File: src/rtl/lane_fifo9.sv
// rtl/lane_fifo9.sv - per-lane elastic buffer behind the 1:2 byte demux
//
// Ports:
//   clk          - single clock, rising edge
//   reset        - asynchronous, active-low; clears pointers, count, flags, data_out
//   data_in      - DATA_W word; data_in[0]=1 requests a push of the whole word
//   pop          - read request from the lane logic
//   data_out     - registered head word, 0 in any cycle after a non-successful pop
//   full/empty   - count == DEPTH / count == 0
//   almost_full  - count >= AFULL_TH
//   almost_empty - count <= AEMPTY_TH
//   count        - number of stored words
//   overflow     - sticky, a push was dropped
//   underflow    - sticky, a pop hit an empty buffer
module lane_fifo9 #(
  parameter int DATA_W    = 9,
  parameter int DEPTH     = 8,
  parameter int AFULL_TH  = 6,
  parameter int AEMPTY_TH = 2
) (
  input  logic                       clk,
  input  logic                       reset,
  input  logic [DATA_W-1:0]          data_in,
  input  logic                       pop,
  output logic [DATA_W-1:0]          data_out,
  output logic                       full,
  output logic                       empty,
  output logic                       almost_full,
  output logic                       almost_empty,
  output logic [$clog2(DEPTH):0]     count,
  output logic                       overflow,
  output logic                       underflow
);

  localparam int AW = $clog2(DEPTH);
  localparam int CW = AW + 1;

  localparam logic [CW-1:0] DEPTH_C  = CW'(DEPTH);
  localparam logic [CW-1:0] AFULL_C  = CW'(AFULL_TH);
  localparam logic [CW-1:0] AEMPTY_C = CW'(AEMPTY_TH);
  localparam logic [AW-1:0] PTR_ONE  = AW'(1);
  localparam logic [CW-1:0] CNT_ONE  = CW'(1);

  logic [DATA_W-1:0] mem [DEPTH];

  logic [AW-1:0]     wr_ptr_q, wr_ptr_d;
  logic [AW-1:0]     rd_ptr_q, rd_ptr_d;
  logic [CW-1:0]     count_q, count_d;
  logic [DATA_W-1:0] data_out_q, data_out_d;
  logic              overflow_q, overflow_d;
  logic              underflow_q, underflow_d;

  logic push_req;
  logic pop_ok;
  logic push_ok;
  logic is_empty;
  logic is_full;

  assign is_empty = (count_q == '0);
  assign is_full  = (count_q == DEPTH_C);
  assign push_req = data_in[0];
  assign pop_ok   = pop && !is_empty;
  // A full buffer still takes a push when the same cycle frees a slot.
  // There is no empty-buffer bypass: the pop fails and the push is stored.
  assign push_ok  = push_req && (!is_full || pop_ok);

  always_comb begin
    wr_ptr_d    = wr_ptr_q;
    rd_ptr_d    = rd_ptr_q;
    count_d     = count_q;
    data_out_d  = '0;
    overflow_d  = overflow_q;
    underflow_d = underflow_q;

    if (push_ok) begin
      wr_ptr_d = wr_ptr_q + PTR_ONE;
    end
    if (pop_ok) begin
      rd_ptr_d   = rd_ptr_q + PTR_ONE;
      data_out_d = mem[rd_ptr_q];
    end

    case ({push_ok, pop_ok})
      2'b10:   count_d = count_q + CNT_ONE;
      2'b01:   count_d = count_q - CNT_ONE;
      default: count_d = count_q;
    endcase

    if (push_req && !push_ok) begin
      overflow_d = 1'b1;
    end
    if (pop && is_empty) begin
      underflow_d = 1'b1;
    end
  end

  always_ff @(posedge clk or negedge reset) begin
    if (!reset) begin
      wr_ptr_q    <= '0;
      rd_ptr_q    <= '0;
      count_q     <= '0;
      data_out_q  <= '0;
      overflow_q  <= 1'b0;
      underflow_q <= 1'b0;
    end else begin
      wr_ptr_q    <= wr_ptr_d;
      rd_ptr_q    <= rd_ptr_d;
      count_q     <= count_d;
      data_out_q  <= data_out_d;
      overflow_q  <= overflow_d;
      underflow_q <= underflow_d;
    end
  end

  // Storage array is deliberately left out of reset.
  always_ff @(posedge clk) begin
    if (push_ok) begin
      mem[wr_ptr_q] <= data_in;
    end
  end

  assign data_out     = data_out_q;
  assign count        = count_q;
  assign overflow     = overflow_q;
  assign underflow    = underflow_q;
  assign full         = is_full;
  assign empty        = is_empty;
  assign almost_full  = (count_q >= AFULL_C);
  assign almost_empty = (count_q <= AEMPTY_C);

endmodule
File: config.mk
export PLATFORM = sky130hd
export DESIGN_NAME = lane_fifo9
export DESIGN_NICKNAME = d
export VERILOG_FILES = /design/src/rtl/lane_fifo9.sv
export SDC_FILE = /design/constraint.sdc
export NUM_CORES = 1
export LEC_CHECK = 0
export CAP_MARGIN = 20
export CORE_MARGIN = 2
export CORE_UTILIZATION = 62
export DETAILED_ROUTE_END_ITERATION = 6
export GPL_TIMING_DRIVEN = 0
export PLACE_DENSITY = 0.81
export SYNTH_ARGS = -nofsm -noshare
export SYNTH_HDL_FRONTEND = slang
export SYNTH_SLANG_ARGS = --single-unit
File: constraint.sdc
create_clock -name clk -period 6.75 [get_ports clk]
set_clock_uncertainty 0.15 [all_clocks]
set_input_delay 0.675 -clock clk [delete_from_list [all_inputs] [get_ports clk]]
set_output_delay 0.675 -clock clk [all_outputs]
set_load 0.005 [all_outputs]
## After elaboration in Yosys (flattened, before gate mapping)

Memories as Yosys holds them, arrays and structs flattened.
Index checks and enable logic that the tools add are counted.

| word-level totals | value |
|---|---|
| flip-flop bits (word level) | 21 |
| bits in writable memories | 72 |
| output and inout port bits | 19 |
| logic and storage cells | 30 |
| memories kept | 1 |

Memory list:

| memory | words | width | read ports | clocked after memory_dff | write ports | RTL line | text |
|---|---|---|---|---|---|---|---|
| mem | 8 | 9 | 1 | 0 | 1 | 44 | `logic [DATA_W-1:0] mem [DEPTH];` |

| operators by class | value |
|---|---|
| $add $sub $neg | 4 |
| $lt $le $gt $ge | 2 |
| eq/ne operators | 3 |
| multiplexer cells | 4 |
| reductions and logical operators | 10 |

Operator list:

| operator | count |
|---|---|
| 9-bit two-way mux | 1 |
| 4-bit case mux with 2 select lines | 1 |
| 3-bit by 1-bit adder with 3-bit output, second input constant | 2 |
| 4-bit by 1-bit adder with 4-bit output, second input constant | 1 |
| 4-bit equality test, second input constant | 1 |
| 4-bit by 3-bit >= comparator with 1-bit output, second input constant | 1 |
| 4-bit by 2-bit <= comparator with 1-bit output, second input constant | 1 |
| 1-bit logical AND | 4 |
| 4-bit logical NOT | 1 |
| 4-bit by 1-bit subtractor with 4-bit output, second input constant | 1 |
| 1-bit logical NOT | 3 |
| 2-bit by 1-bit equality test with 1-bit output, second input constant | 1 |
| 2-bit equality test, second input constant | 1 |
| 1-bit two-way mux | 2 |
| 2-bit nonzero test | 1 |
| 1-bit logical OR | 1 |

## Depth between registers and ports, before layout

| depth | value |
|---|---|
| word-level depth | 7 |
| depth in mapped cells | 10 |
| gate-level depth less buffers | 8 |

## Worst setup path before layout

OpenSTA, ideal clock, no wires.

| timing path | value |
|---|---|
| path kind | reg-to-reg |
| start | register count_q[3] (netlist: count[3]) |
| end | register count_q[3] (netlist: count[3]) |
| setup time | 0.124 ns |
| data arrival time | 2.540 ns |
| required time | 6.476 ns |
| slack | 3.936 ns |
| stages on the path, launching flop included | 11 |
| path buffers | 2 |
| clock period less this slack | 2.814 ns |
| cells stage by stage | dfrtp_1 -> buf_2 -> or4_1 -> buf_6 -> nand2_4 -> inv_2 -> ha_1 -> a21o_1 -> a21oi_1 -> mux2_2 -> a211o_1 |

| on the way | value |
|---|---|
| word-level cells in the longest chain between the ends | 7 |
| elaborated cells between the ends (all ways) | 13 |
| classes of those cells | add/sub (2); eq/ne (3); mux (1); reduce/logical (7) |

RTL lines:

| item | RTL line | text |
|---|---|---|
| from (decl) | 48 | `logic [CW-1:0] count_q, count_d;` |
| from (signal assigned) | 108 | `count_q <= count_d;` |
| 4-bit logical NOT | 59 | `assign is_empty = (count_q == '0);` |
| 1-bit logical NOT | 62 | `assign pop_ok = pop && !is_empty;` |
| 1-bit logical AND | 62 |  |
| 1-bit logical OR | 65 | `assign push_ok = push_req && (!is_full \|\| pop_ok);` |
| 1-bit logical AND | 65 |  |
| 2-bit by 1-bit equality test with 1-bit output or 2-bit equality test (tied branches) | 83 | `case ({push_ok, pop_ok})` |
| 4-bit case mux with 2 select lines or 2-bit nonzero test (tied branches) | n/a |  |

Several ways; a longest one is shown, not always the timed one.
A chain may end at the register's enable or synchronous reset.

## Worst setup path after layout

| timing path | value |
|---|---|
| start | input port pop |
| end | register count_q[3] (netlist: count[3]) |

| on the way | value |
|---|---|
| word-level cells in the longest chain between the ends | 5 |
| elaborated cells between the ends (all ways) | 7 |
| classes of those cells | eq/ne (2); mux (1); reduce/logical (4) |

RTL lines:

| item | RTL line | text |
|---|---|---|
| from (decl) | 24 | `input logic pop,` |
| 1-bit logical AND * | 62 |  |
| 1-bit logical OR | 65 |  |
| 1-bit logical AND | 65 |  |
| 2-bit by 1-bit equality test with 1-bit output or 2-bit equality test (tied branches) | 83 |  |
| 4-bit case mux with 2 select lines or 2-bit nonzero test (tied branches) | n/a |  |

Mark *: on every way between the ends. The rest lies on a longest branch, timed or not.

==> qor.txt <==
drt first-iter violations = 199
Placed Cells = 317
starting density of the core = 64.3%
Hold Vio Cnt, Final = 0
final setup violation count = 0
vias per cell = 6.04
Final Util = 76.0%
largest net degree at the start of global routing = 22
max-cap violations = 0
H-tree levels = 3
DRC errors left = 0
Num Clock Sinks = 93
TritonCTS buffer count = 9
pins over their slew limit = 0
clk buf depth = 2
GRT Max-Usage Layer = met2
io pins = 31
Area growth syn-to-layout = 18.2%
initial antenna violation count = 0
sequential area share after synthesis = 70.6%
power density over the cells = 424 nW/um2
Final Wtd Congestion = 0.837
Total Wirelength = 7070 um
nets = 272
layout cells sized above 1 = 23.8%
Non-Filler Instances = 335
Tightest Pin Transition = 0.965 ns
Slew headroom = 35.3%
arrival time at the worst endpoint = 3.31 ns
Synth Register Bits = 93
Die W = 82.4 um
# resized after CTS = 0
Worst Path Buf+Inv = 3
Post-synth EDFFs = 72
via count = 2024
Setup TNS = 0 ns
highest-delay cell along the critical path = clkdlybuf4s50_1
CP max stage delay = 0.49 ns
crit share post-route = 47.5%
RSZ-0062 raised after global routing = no
Worst-path clk slew = 0.09 ns
VDD IR max = 0.267 mV
most frequent cells in the layout = 72 x edfxtp_1, 30 x clkdlybuf4s50_1, 21 x dfrtp_1, 18 x mux4_2, 16 x nor2_1
PnR worst setup slack = 3.54 ns
GR Util met3 = 4.57%
port bufs = 30
Cell Rows = 28
WHS = 0.335 ns
dpl hpwl = 4510 um
CTS tree = built
fmax = 312 MHz
DR pass1 iterations = 5
Period minus WS final = 3.21 ns
global-route wire length before repair = 11000 um
DP Worst Slack = 3.22 ns
CTS Hold Bufs = 0
Crit. End Element = flop
# fillers = 359
Leak = 1.62 nW
Mean Syn Cell Area = 18.1 um2
CP Launch Type = input pin
commonest non-fill, non-tap cell in the layout = edfxtp_1
Mapped Nets = 228
HP Class = flop to flop
ys flop type = edfxtp_1
M1 GR Usage = 29.7%
met2 usage = 40.4%
grt total ovfl = 0
critical path class = input pin to flop
Yosys cell types = 43
worst path cell trace = clkdlybuf4s50_1 > buf_2 > nor2b_1 > nand2_4 > inv_2 > ha_1 > a21o_1 > a21oi_1 > mux2_2 > a211o_1
Overall Global Routing Usage = 23.6%
Top delay family on crit path = buffers and inverters
vias in the first global route = 2058
asr flop ratio synth = 22.6%
CP max FO = 10
Synth Cell Area = 3810 um2
CP required = 6.85 ns
yosys warns = 0
post-CTS setup buffer count = 0
die height = 82.4 um
DIE AREA = 6790 um2
worst skew pair latency = 0.36 ns
ANT nets after route = 0
Syn Inst Count = 211
drt wl/cell = 21.1 um
n_diodes = 0
Placeable Area = 5920 um2
outcome = finished, final reports clean
root buf cell = clkbuf_8
-- stage by stage --
step	power, W	instance area (um2)
2_1_floorplan	0.00125	3810
3_3_place_gp	0.00147	4200
3_5_place_dp	0.00151	4240
4_1_cts	0.00192	4470
5_1_grt	0.00201	4500
6_report	0.00191	4500
-- Yosys cell counts (2+ instances only) --
master | n | area (um2)
nand2_1 | 4 | 15.0
nor2_1 | 16 | 60.1
mux2_2 | 3 | 33.8
nand2_4 | 2 | 22.5
mux4_2 | 18 | 405
edfxtp_1 | 72 | 2160
mux2i_1 | 11 | 110
a21o_1 | 3 | 22.5
buf_4 | 2 | 15.0
nor3_1 | 6 | 30.0
buf_6 | 2 | 22.5
nor2b_1 | 2 | 12.5
dfrtp_1 | 21 | 526
buf_2 | 4 | 20.0
inv_1 | 4 | 15.0
a21oi_1 | 2 | 10.0
a211oi_1 | 2 | 15.0
ha_1 | 4 | 50.1
xnor2_1 | 4 | 35.0
a31oi_1 | 2 | 12.5
nand2b_1 | 5 | 31.3
-- power breakdown --
group          leakage [nW]  total, W  internal, W  switching (W)
registers             0.910  0.000823     0.000748      0.0000749
clock network         0.118  0.000417     0.000222       0.000195
logic                 0.597  0.000670     0.000354       0.000316
-- registers in the layout, indices dropped and copies added, names as in the netlist --
name       cells
mem           72
data_out       9
count          4
rd_ptr_q       3
wr_ptr_q       3
overflow       1
underflow      1
-- metal layers --
metal / vias to the layer above / part of all wire [%] / wire, um
met5: - / 0 / 0
met3: 11 / 4.4 / 308
li1: 913 / - / -
met4: 0 / 1.7 / 123
met2: 58 / 54 / 3800
met1: 1042 / 40 / 2840
-- area by class of cell --
| type | instances | area, um2 | area share, % |
|---|---|---|---|
| clock buffer | 10 | 138 | 3.06 |
| timing repair buffer | 33 | 343 | 7.62 |
| buffer | 10 | 65.1 | 1.45 |
| sequential | 93 | 2690 | 59.7 |
| clock inverter | 6 | 91.3 | 2.03 |
| multi-input combinational | 102 | 1050 | 23.4 |
| tap | 75 | 93.8 | 2.09 |
| inverter | 6 | 27.5 | 0.612 |
-- logic make-up after synthesis --
logic type | Yosys count | synth area share [%]
AND/OR/NAND/NOR | 41 | 5.65
multiplexers | 33 | 14.7
adder cells (fa/ha/maj) | 5 | 1.84
XOR/XNOR | 5 | 1.15
AO/OA/AOI/OAI | 18 | 3.65
flip-flops | 93 | 70.6
buffers and inverters | 16 | 2.43
-- worst paths after layout --
kind	start	to	slack, ns	cells past startpoint
max in group asynchronous	reset	wr_ptr_q[0]	5.69	2
min	overflow	overflow	0.34	1
max reg2reg	count[3]	count[3]	3.73	10
min reg2reg	overflow	overflow	0.34	1
max	pop	count[3]	3.54	10
min in group asynchronous	reset	underflow	0.38	1
(Power assumes the default switching activity.)
